==> src/rtl/exe_pkg.sv <==
// exe_pkg: shared widths, request payload struct and branch-mask helpers for the exe request stage.
package exe_pkg;
    localparam int BR_W   = 20;
    localparam int DATA_W = 65;
    localparam int ROB_W  = 7;
    localparam int PREG_W = 7;

    typedef struct packed {
        logic [9:0]        fu_code;
        logic [6:0]        uopc;
        logic [ROB_W-1:0]  rob_idx;
        logic [PREG_W-1:0] pdst;
        logic [BR_W-1:0]   br_mask;
        logic [DATA_W-1:0] rs1_data;
        logic [DATA_W-1:0] rs2_data;
    } exe_req_t;

    function automatic logic br_killed(input logic [BR_W-1:0] mask, input logic [BR_W-1:0] mispredict);
        return |(mask & mispredict);
    endfunction

    function automatic logic [BR_W-1:0] br_update(input logic [BR_W-1:0] mask, input logic [BR_W-1:0] resolve);
        return mask & ~resolve;
    endfunction
endpackage

==> src/rtl/exe_req_entry.sv <==
// exe_req_entry: one valid+payload slot; resolved branch bits are cleared on load and while held.
module exe_req_entry
    import exe_pkg::*;
(
    input  logic            clock,
    input  logic            reset,
    input  logic            load,
    input  logic            clr,
    input  exe_req_t        d,
    input  logic [BR_W-1:0] resolve,
    output logic            valid,
    output exe_req_t        q
);
    // Only valid and br_mask are reset; the operand payload is left unreset.
    always_ff @(posedge clock or negedge reset) begin
        if (!reset) begin
            valid     <= 1'b0;
            q.br_mask <= '0;
        end else if (load) begin
            valid     <= 1'b1;
            q         <= d;
            q.br_mask <= br_update(d.br_mask, resolve);
        end else begin
            valid     <= valid & ~clr;
            q.br_mask <= br_update(q.br_mask, resolve);
        end
    end
endmodule

==> src/rtl/exe_req_skid_stage.sv <==
// exe_req_skid_stage: registered request stage with a 2-entry skid buffer in front of the ALU.
// Optional EXE_REQ_PERF_EN adds saturating stall/kill counters.
module exe_req_skid_stage
    import exe_pkg::*;
(
    input  logic              clock,
    input  logic              reset,
    input  logic              in_valid,
    output logic              in_ready,
    input  logic [9:0]        in_fu_code,
    input  logic [6:0]        in_uopc,
    input  logic [ROB_W-1:0]  in_rob_idx,
    input  logic [PREG_W-1:0] in_pdst,
    input  logic [BR_W-1:0]   in_br_mask,
    input  logic [DATA_W-1:0] in_rs1_data,
    input  logic [DATA_W-1:0] in_rs2_data,
    input  logic [BR_W-1:0]   brupdate_resolve_mask,
    input  logic [BR_W-1:0]   brupdate_mispredict_mask,
    input  logic              flush,
    output logic              out_valid,
    input  logic              out_ready,
    output logic [9:0]        out_fu_code,
    output logic [6:0]        out_uopc,
    output logic [ROB_W-1:0]  out_rob_idx,
    output logic [PREG_W-1:0] out_pdst,
    output logic [BR_W-1:0]   out_br_mask,
    output logic [DATA_W-1:0] out_rs1_data,
    output logic [DATA_W-1:0] out_rs2_data,
    output logic              out_kill
`ifdef EXE_REQ_PERF_EN
    ,
    output logic [31:0]       perf_stall_cycles,
    output logic [31:0]       perf_kills
`endif
);
    exe_req_t in_req, main_q, skid_q;
    logic main_valid, skid_valid, skid_alive, main_stays, accept, push;
    logic main_load, main_clr, skid_load, skid_clr;

    assign in_req = '{fu_code: in_fu_code, uopc: in_uopc, rob_idx: in_rob_idx, pdst: in_pdst,
                      br_mask: in_br_mask, rs1_data: in_rs1_data, rs2_data: in_rs2_data};

    assign in_ready   = ~skid_valid;
    assign out_kill   = main_valid & (flush | br_killed(main_q.br_mask, brupdate_mispredict_mask));
    assign out_valid  = main_valid & ~out_kill;
    assign skid_alive = skid_valid & ~flush & ~br_killed(skid_q.br_mask, brupdate_mispredict_mask);
    assign main_stays = out_valid & ~out_ready;
    assign accept     = in_valid & in_ready;
    assign push       = accept & ~flush & ~br_killed(in_br_mask, brupdate_mispredict_mask);

    // Survivors stay ordered: held main, then surviving skid, then the new request.
    // A push can never coincide with a live skid because in_ready is low then.
    assign main_load = ~main_stays & (skid_alive | push);
    assign main_clr  = ~main_stays & ~main_load;
    assign skid_load = main_stays & push;
    assign skid_clr  = ~(main_stays & skid_alive) & ~skid_load;

    exe_req_entry u_main (
        .clock(clock), .reset(reset), .load(main_load), .clr(main_clr),
        .d(skid_alive ? skid_q : in_req), .resolve(brupdate_resolve_mask),
        .valid(main_valid), .q(main_q)
    );

    exe_req_entry u_skid (
        .clock(clock), .reset(reset), .load(skid_load), .clr(skid_clr),
        .d(in_req), .resolve(brupdate_resolve_mask),
        .valid(skid_valid), .q(skid_q)
    );

    assign out_fu_code  = main_q.fu_code;
    assign out_uopc     = main_q.uopc;
    assign out_rob_idx  = main_q.rob_idx;
    assign out_pdst     = main_q.pdst;
    assign out_br_mask  = br_update(main_q.br_mask, brupdate_resolve_mask);
    assign out_rs1_data = main_q.rs1_data;
    assign out_rs2_data = main_q.rs2_data;

`ifdef EXE_REQ_PERF_EN
    logic [31:0] kills;
    assign kills = 32'(out_kill) + 32'(skid_valid & ~skid_alive) + 32'(accept & ~push);

    always_ff @(posedge clock or negedge reset) begin
        if (!reset) begin
            perf_stall_cycles <= '0;
            perf_kills        <= '0;
        end else begin
            if (in_valid & ~in_ready & ~&perf_stall_cycles)
                perf_stall_cycles <= perf_stall_cycles + 32'd1;
            perf_kills <= (perf_kills > ~kills) ? '1 : perf_kills + kills;
        end
    end
`endif
endmodule

==> config.mk <==
export PLATFORM = sky130hd
export DESIGN_NAME = exe_req_skid_stage
export DESIGN_NICKNAME = d
export VERILOG_FILES = /design/src/rtl/exe_pkg.sv /design/src/rtl/exe_req_entry.sv /design/src/rtl/exe_req_skid_stage.sv
export SDC_FILE = /design/constraint.sdc
export NUM_CORES = 1
export LEC_CHECK = 0
export BUFFER_PORTS_ARGS = -buffer_cell sky130_fd_sc_hd__clkbuf_2
export CAP_MARGIN = 30
export CORE_MARGIN = 2
export CORE_UTILIZATION = 50
export CTS_CLUSTER_SIZE = 8
export DETAILED_ROUTE_END_ITERATION = 16
export GPL_ROUTABILITY_DRIVEN = 0
export PLACE_DENSITY_LB_ADDON = 0.05
export SLEW_MARGIN = 20
export SYNTH_ARGS = -nofsm -noshare
export SYNTH_HDL_FRONTEND = slang
export SYNTH_SLANG_ARGS = --single-unit
export TNS_END_PERCENT = 30
==> constraint.sdc <==
create_clock -name clock -period 24.8 [get_ports clock]
set_input_delay 0 -clock clock [delete_from_list [all_inputs] [get_ports clock]]
set_output_delay 0 -clock clock [all_outputs]
set_load 0.05 [all_outputs]
==> out/metrics.yaml <==
run_status:
  outcome: "finished, final reports clean"
worst_setup_path:
  regToRegSetupSlack_ns: 21.11
  startpoint_type: "flop"
  worst-setup-path-type: "reg -> reg"
  worstPathMaxFanout: 161
  slowest_stage: "nand4_2"
  worstReg2RegStart: "u_main.q[135]"
  cp_data_required_time_ns: 24.89
  cp_top_family: "simple AND/OR/NAND/NOR gates"
  cp.arrival_ns: 3.79
  worst-path-buf-inv: 1
  path_cells: "a222oi_1 > and3_1 > nand4_2 > o21ai_2 > nor2_4 > buf_12"
  rr_worst_depth: 6
  rr_endpoint: "u_main.q[42]"
  crit_path_max_incr_delay_ns: 0.80
  end_kind: "flop"
  path_depth: 6
logic_synthesis:
  synth_area_leaders: "edfxtp_1 (61%), nand2_1 (12%), buf_4 (8.0%)"
  synth_fa_ha_area_share_pct: 0
  yosys.area_share.simple_pct: 16.1
  ys_seq_area_share_pct: 67.5
  synth_fp_nets: 1591
  syn_area_um2: 15900
  yosys.area.top_type: "edfxtp_1"
  synth_seq_cells: 364
  synthMostInstantiatedCell: "nand2_1"
  yosys-top-cells-count: "nand2_1 (505), edfxtp_1 (322), buf_4 (170)"
  ys_types: 35
  synth_edf_count: 322
  yosys_most_used_dff: "edfxtp_1"
  synth_xor_area_share_pct: 0
  synthCells: 1365
  synth_warnings: 0
  async_flop_share_pct: 11.5
  synth_top_family_by_area: "simple AND/OR/NAND/NOR gates"
  synthMuxAreaShare_pct: 0.0631
  synth_top_area_share_pct: 60.9
  synth_area_per_cell_um2: 11.6
  synth_compound_area_share_pct: 5.84
global_routing:
  met3_usage_pct: 6.21
  grt_pass1_wl_um: 64200
  grt_max_degree: 162
  use_met2_pct: 39.6
  antenna_found_initial: 2
  grt_use_met1_pct: 33.2
  busiest_layer: "met2"
  grt-ovfl-total: 0
  track_usage_pct: 24.7
  grt_pass1_vias: 11550
cells_and_area:
  final_cells: 2261
  multi_input_area_um2: 3510
  drive_above_1_share_pct: 26.5
  utilization_pct: 66.0
  fill_cells: 2457
  fin_nets: 2063
  synthToLayoutAreaGrowth_pct: 30.6
  finalInstanceArea_um2: 20700
  final-seq-area_um2: 10700
floorplanning:
  die_x_um: 182
  start_util_pct: 50.6
  io_pins: 410
  die_h_um: 182
  core_um2: 31400
  dieArea_um2: 33200
  rows: 65
detailed_routing:
  drt_iter0_drc: 1020
  routedWlPerCell_um: 18.6
  firstDrtPassIters: 6
  drt-total-wl_um: 42000
  remaining_drc_errors: 0
  dr_total_vias: 11684
  avgViaCountPerCell: 5.17
  ant_nets: 0
hold_path:
  hold_path.class: "in -> reg"
  hold_path_depth: 5
  hold_end: "u_skid.valid"
  min-delay-start: "out_ready"
timing:
  rsz0062_at_grt: "false"
  fin_ws_ns: 21.11
  fmaxAchievable_mhz: 271
  worstMarginPinSlew_ns: 1.06
  finalSetupViolCount: 0
  fin_setup_tns_ns: 0
  min_period_over_period_pct: 14.9
  post-route-min-period_ns: 3.69
  maxSlewHeadroom_pct: 29.4
  hold_slack_ns: 0.0181
  final.setup_skew_ns: 0.0182
  final-hold-violation-count: 0
  finalMaxSlewViolations: 0
placement:
  io_buffers: 409
  dp_hpwl_um: 26200
  dpl-instance-area_um2: 17100
  pre_cts_ws_ns: 21.35
  place_inst: 1964
pwr:
  p_sw_uw: 275
  p_leak_nw: 8.73
  pwr-share-clk_pct: 45.6
  seqPwrFrac_pct: 49.2
  pwr-share-comb_pct: 5.3
  p_int_mw: 1.09
  p_per_area_nw_per_um2: 65.6
  swShare_pct: 20.2
  vdd_drop_max_mv: 0.0457
  power.total_mw: 1.36
clocking:
  clk_latency_ns: 0.55
  post_cts_resized: 0
  numCtsBuffers: 51
  htree_levels: 2
  cts_tree: "done"
  cts_setup_buffers: 0
  clkSinkCount: 364
  cts.clk_slew.worst_paths_ns: 0.06
  ctsLongestPathBuffers: 3
  cts-root-buf: "clkbuf_16"
  hold_buffers: 221
flow_run:
  max-cap-violations: 0
==> cells in the final DEF, fill, tap and decap left out, types with 6 or more instances in the layout <==
cell type      count
a21oi_1           21
a22oi_1           30
a41oi_1           14
and3_1             6
buf_4             14
clkbuf_1          18
clkbuf_16         52
clkbuf_2         409
dfrtp_1           42
dlygate4sd3_1    221
edfxtp_1         322
inv_1             22
nand2_1          505
nand3_1           48
nand4_1            7
nor2_1             9
nor2b_1           17
nor4_1            14
o21ai_0           19
o221ai_1          14
o31a_1            14
==> state kept, by name, indices dropped and copies added (netlist names), named ones only <==
signal        count
u_main.q        181
u_skid.q        181
u_skid.valid      1
==> worst max path at each step <==
stage                  start       endpoint
2_1_floorplan   u_skid.valid    u_skid.q[0]
3_3_place_gp   u_main.q[135]  u_main.q[151]
3_5_place_dp   u_main.q[135]  u_main.q[119]
4_1_cts        u_main.q[135]  u_main.q[165]
5_1_grt        u_main.q[135]  u_main.q[159]
6_report       u_main.q[135]   u_main.q[42]
==> layout make-up <==
cell class,instances,share of cell area [%]
clock buffer,70,6.61
timing repair buffer,650,21.7
clock inverter,3,0.145
tap,402,2.43
antenna,2,0.0242
sequential,364,51.7
inverter,22,0.399
multi-input combinational,748,16.9
==> tightest hold or removal path, stage by stage <==
cell	delay (ns)
clkbuf_2	0.08
nor2b_1	0.03
buf_4	0.19
nand2_1	0.15
nor2_1	0.06
==> kinds of logic (layout without fill, tap and decap cells) <==
| group | Yosys count | in the layout |
|---|---|---|
| simple gates | 619 | 619 |
| flops | 364 | 364 |
| buf+inv | 253 | 745 |
| compound gates | 128 | 128 |
| mux | 1 | 1 |
| other cells | 0 | 2 |
==> power by group through the flow <==
stage	clock (mW)	combinational, mW	sequential, mW
floorplan	0	0.0140	0.680
global placement	0	0.0432	0.680
detailed placement	0	0.0443	0.680
CTS	0.630	0.0713	0.668
global route	0.657	0.0787	0.668
finish	0.620	0.0719	0.669
==> routing by layer <==
layer,up-vias,part of all wire [%]
met4,0,3.2
met3,93,9.0
li1,5541,-
met5,-,0
met2,578,46
met1,5472,41
Power figures use the tool's default switching activity.
